$ cat src/rtl/demux_reg_pkg.sv
// rtl/demux_reg_pkg.sv - shared types and constants for the registered demux
// Slot occupancy encoding and the default data width used by demux_reg and demux_slot.
package demux_reg_pkg;

  typedef enum logic {
    SLOT_EMPTY = 1'b0,
    SLOT_FULL  = 1'b1
  } slot_state_e;

  localparam int unsigned DEMUX_SIZE_DEFAULT = 1;

endpackage

$ cat src/rtl/demux_slot.sv
// rtl/demux_slot.sv - one-entry output slot with load/deliver handshake
// Holds one word; a load and a delivery on the same edge keep the slot full with the new word.
module demux_slot
  import demux_reg_pkg::*;
#(
  parameter int unsigned WIDTH = DEMUX_SIZE_DEFAULT
) (
  input  logic             clk_i,
  input  logic             rst_ni,
  input  logic             load_i,
  input  logic [WIDTH-1:0] data_i,
  input  logic             ready_i,
  output logic [WIDTH-1:0] data_o,
  output logic             valid_o,
  output logic             can_load_o
);

  slot_state_e      state_q, state_d;
  logic [WIDTH-1:0] data_q, data_d;

  always_comb begin
    state_d = state_q;
    data_d  = data_q;
    if (load_i) begin
      state_d = SLOT_FULL;
      data_d  = data_i;
    end else if (state_q == SLOT_FULL && ready_i) begin
      // Data is kept after delivery; only occupancy changes.
      state_d = SLOT_EMPTY;
    end
  end

  always_ff @(posedge clk_i or negedge rst_ni) begin
    if (!rst_ni) begin
      state_q <= SLOT_EMPTY;
      data_q  <= '0;
    end else begin
      state_q <= state_d;
      data_q  <= data_d;
    end
  end

  assign data_o     = data_q;
  assign valid_o    = (state_q == SLOT_FULL);
  assign can_load_o = (state_q == SLOT_EMPTY) || ready_i;

endmodule

$ cat src/rtl/demux_reg.sv
// rtl/demux_reg.sv - registered 1-to-2 demux with per-channel one-entry slots
// Decodes SEL, generates IN_READY and tracks a sticky flag for offers made with an unknown SEL.
module demux_reg
  import demux_reg_pkg::*;
#(
  parameter int unsigned DEMUX_SIZE = DEMUX_SIZE_DEFAULT
) (
  input  logic                  clk_i,
  input  logic                  rst_ni,
  input  logic [DEMUX_SIZE-1:0] in_i,
  input  logic                  in_valid_i,
  input  logic                  sel_i,
  output logic                  in_ready_o,
  output logic [DEMUX_SIZE-1:0] a_o,
  output logic                  a_valid_o,
  input  logic                  a_ready_i,
  output logic [DEMUX_SIZE-1:0] b_o,
  output logic                  b_valid_o,
  input  logic                  b_ready_i,
  output logic                  sel_err_o
);

  logic sel_a, sel_b, sel_bad;
  logic a_can_load, b_can_load;
  logic load_a, load_b;
  logic sel_err_q, sel_err_d;

  // An X/Z select falls through both equality tests and lands in sel_bad.
  always_comb begin
    sel_a   = 1'b0;
    sel_b   = 1'b0;
    sel_bad = 1'b0;
    if (sel_i == 1'b0) begin
      sel_a = 1'b1;
    end else if (sel_i == 1'b1) begin
      sel_b = 1'b1;
    end else begin
      sel_bad = 1'b1;
    end
  end

  assign in_ready_o = (sel_a && a_can_load) || (sel_b && b_can_load);
  assign load_a     = in_valid_i && sel_a && a_can_load;
  assign load_b     = in_valid_i && sel_b && b_can_load;
  assign sel_err_d  = sel_err_q || (in_valid_i && sel_bad);

  always_ff @(posedge clk_i or negedge rst_ni) begin
    if (!rst_ni) begin
      sel_err_q <= 1'b0;
    end else begin
      sel_err_q <= sel_err_d;
    end
  end

  assign sel_err_o = sel_err_q;

  demux_slot #(.WIDTH(DEMUX_SIZE)) u_slot_a (
    .clk_i      (clk_i),
    .rst_ni     (rst_ni),
    .load_i     (load_a),
    .data_i     (in_i),
    .ready_i    (a_ready_i),
    .data_o     (a_o),
    .valid_o    (a_valid_o),
    .can_load_o (a_can_load)
  );

  demux_slot #(.WIDTH(DEMUX_SIZE)) u_slot_b (
    .clk_i      (clk_i),
    .rst_ni     (rst_ni),
    .load_i     (load_b),
    .data_i     (in_i),
    .ready_i    (b_ready_i),
    .data_o     (b_o),
    .valid_o    (b_valid_o),
    .can_load_o (b_can_load)
  );

endmodule

$ cat config.mk
export PLATFORM = sky130hd
export DESIGN_NAME = demux_reg
export DESIGN_NICKNAME = d
export VERILOG_FILES = /design/src/rtl/demux_reg_pkg.sv /design/src/rtl/demux_slot.sv /design/src/rtl/demux_reg.sv
export SDC_FILE = /design/constraint.sdc
export NUM_CORES = 1
export LEC_CHECK = 0
export CORE_AREA = 5 5 42 44
export CTS_BUF_LIST = sky130_fd_sc_hd__clkbuf_4
export CTS_CLUSTER_DIAMETER = 200
export DETAILED_ROUTE_END_ITERATION = 12
export DIE_AREA = 0 0 47 49
export PLACE_DENSITY = 0.36
export SETUP_SLACK_MARGIN = 0.1
export SLEW_MARGIN = 20
export SYNTH_ARGS = -nofsm -noshare
export SYNTH_HDL_FRONTEND = slang
export SYNTH_HIERARCHICAL = 1
export SYNTH_SLANG_ARGS = --single-unit
$ cat constraint.sdc
create_clock -name clk_i -period 3.05 [get_ports clk_i]
set_input_delay 0.915 -clock clk_i [delete_from_list [all_inputs] [get_ports clk_i]]
set_output_delay 0.915 -clock clk_i [all_outputs]
set_load 0.02 [all_outputs]
==> results.py <==
metrics = {
    "run_status": {
        "run_status": "complete, no violations",
    },
    "yosys": {
        "synth_area_sq_um": 204,
        "synth.net_count": 22,
        "post_synth.cell_area_avg_sq_um": 13.6,
        "synth.area.top_cells": "sky130_fd_sc_hd__dfrtp_1 (49%), sky130_fd_sc_hd__mux2_4 (22%), sky130_fd_sc_hd__nand2b_2 (8.6%), sky130_fd_sc_hd__nand2b_1 (6.1%), sky130_fd_sc_hd__and3b_2 (4.9%)",
        "synth_largest_type_area_fraction_pct": 49.1,
        "ys_warn_count": 6,
        "netlist_instances": 15,
        "synth_top_area_cell": "sky130_fd_sc_hd__dfrtp_1",
        "netlist-cell-type-count": 8,
        "synth_seq_area_share_pct": 49.1,
        "post_synthesis_sequential_element_count": 4,
    },
    "routing": {
        "drc_errors": 0,
        "route.antenna.remaining_nets": 0,
        "drtIter0Drc": 3,
        "routed_wire_length_per_instance_um": 9.64,
        "drtPass1Iterations": 2,
        "viasPerCell": 3.49,
        "via_count": 164,
        "finalWirelength_um": 453,
    },
    "worst_setup_path": {
        "cp_cell_sequence": "clkdlybuf4s50_1 -> nand2b_1 -> mux2_4 -> clkbuf_2",
        "critPathRequiredTime_ns": 2.13,
        "end_kind": "output port",
        "cpPeakStageDelay_ns": 0.40,
        "timing.setup.critical_path_class": "in2out",
        "worstPathArrival_ns": 1.88,
        "capture_instance_of_the_worst_register_to_register_path": "u_slot_b/data_o",
        "r2r_setup_slk_ns": 1.86,
        "critPathMaxFanout": 2,
        "slowest_stage": "sky130_fd_sc_hd__clkdlybuf4s50_1",
        "crit_path_start_kind": "input pin",
        "reg2reg_from": "u_slot_b/valid_o",
        "rr_worst_depth": 4,
    },
    "timing": {
        "fin_worst_skew_ns": 0.0000628,
        "finalHoldViolCount": 0,
        "fin_crit_sh_pct": 91.7,
        "holdWs_ns": 0.509,
        "max_freq_mhz": 357,
        "grt_setup_unrepaired": "false",
        "drv_slew": 0,
        "fin_crit_ns": 2.80,
        "setup_violations": 0,
    },
    "global_route": {
        "gr-total-overflow": 0,
        "grt_antenna_before_repair": 0,
        "grt_start_max_net_pins": 5,
        "grt_util_all_layers_pct": 5.58,
        "first_global_vias": 204,
        "grt_pass1_wl_um": 862,
    },
    "worst_hold_path": {
        "worst_hold_path.num_cells": 1,
        "holdCritPathClass": "reg2reg",
        "sink_of_the_worst_hold_path": "u_slot_a/data_o",
        "hold_start": "u_slot_a/data_o",
    },
    "floorplanning": {
        "die_x_um": 47,
        "placementRows": 14,
        "start_util_pct": 14.6,
        "die-height_um": 49,
        "core_area_sq_mm": 0.00140,
        "pin_count": 13,
        "fp.dieArea_sq_mm": 0.00230,
    },
    "clock_tree": {
        "cts.htree.levels": 1,
        "hold_fix_buffers_cts": 0,
        "cts.clk_slew.worst_paths_ns": 0.04,
        "clk-insertion-delay-late_ns": 0.23,
        "clk_path_buf_depth": 2,
        "cts_root_buffer": "sky130_fd_sc_hd__clkbuf_4",
        "tritoncts": "yes",
        "cts.sinks": 4,
        "cts_buffers": 3,
    },
    "final_layout": {
        "final_nets": 40,
        "mostFrequentLayoutCell": "sky130_fd_sc_hd__clkdlybuf4s50_1",
        "layout_common_cells": "sky130_fd_sc_hd__clkdlybuf4s50_1 (10), sky130_fd_sc_hd__dfrtp_1 (4), sky130_fd_sc_hd__mux2_4 (3), sky130_fd_sc_hd__clkbuf_4 (3), sky130_fd_sc_hd__buf_4 (3)",
        "drive_above_1_share_pct": 45.2,
        "fin_util_pct": 26.2,
        "areaGrowthSynthToFinish_pct": 79.8,
        "insertedDiodeCount": 0,
        "final_design_area_no_fill_sq_um": 367,
    },
    "pwr": {
        "powerDensity_mw_per_mm2": 515,
        "static-leakage-power_nw": 0.167,
        "irDropWorstVdd_mv": 0.163,
    },
    "run": {
        "drv_cap": 0,
    },
    "placement": {
        "place.gp.congestion": 0.642,
        "portBuffers": 11,
        "dp.final_hpwl_um": 375,
        "dpl_cell_area_sq_um": 349,
    },
}
[kinds of logic after synthesis]
family,synth area share (%)
mux,22.1
other cells,1.84
buf+inv,3.68
simple gates,23.3
flops,49.1
[worst max-delay path, delay by kind of cell]
family	cells	cell delay, ns
multiplexers	1	0.26
AND/OR/NAND/NOR	1	0.16
buffers and inverters	2	0.56
[registers in the layout (all words and copies together) (netlist names)]
name              count
u_slot_b/valid_o      1
u_slot_b/data_o       1
u_slot_a/data_o       1
u_slot_a/valid_o      1
[cell type report]
cell class / instances / area [sq um]
Fill cell: 162 / 1030
Timing Repair Buffer: 14 / 128
Sequential cell: 4 / 100
Multi-Input combinational cell: 10 / 96.3
Clock buffer: 3 / 22.5
Tap cell: 16 / 20.0
[where the power goes]
group	internal [mW]	total (mW)	switching [mW]
combinational	0.0351	0.0585	0.0234
sequential	0.0610	0.0651	0.00404
clock	0.0440	0.0653	0.0213
total	0.140	0.189	0.0487
[stage by stage]
stage | setup TNS [ns] | power, mW | worst slack, ns | std cells
6_report | 0 | 0.189 | 0.253 | 47
5_1_grt | 0 | 0.204 | 0.187 | 47
4_1_cts | 0 | 0.196 | 0.106 | 47
3_5_place_dp | -0.135 | 0.126 | -0.135 | 44
3_3_place_gp | -0.126 | 0.126 | -0.126 | 44
2_1_floorplan | 0 | 0.0945 | 0.752 | 15
[cells in the mapped netlist]
cell type	count
sky130_fd_sc_hd__and3b_2	1
sky130_fd_sc_hd__mux2_4	3
sky130_fd_sc_hd__conb_1	1
sky130_fd_sc_hd__buf_4	1
sky130_fd_sc_hd__and3_2	1
sky130_fd_sc_hd__dfrtp_1	4
sky130_fd_sc_hd__nand2b_1	2
sky130_fd_sc_hd__nand2b_2	2
[worst max path at each step]
stage	startpoint	end	slack, ns	cells after the start
floorplan	a_ready_i	in_ready_o	0.75	2
global placement	b_ready_i	in_ready_o	-0.13	4
detailed placement	a_ready_i	in_ready_o	-0.14	4
CTS	b_ready_i	in_ready_o	0.11	4
global route	a_ready_i	in_ready_o	0.19	4
finish	b_ready_i	in_ready_o	0.25	4
[layer usage]
layer / wire, um / GRT usage (%)
met2: 173 / 5.88
met5: 0 / 0
met3: 73 / 3.69
met4: 0 / 5.53
met1: 205 / 6.86
[repair_timing]
action                     in CTS  in global routing
resized for setup               2                  1
setup buffers                   0                  0
setup endpoints to repair       1                  1
Power figures use the tool's default switching activity.
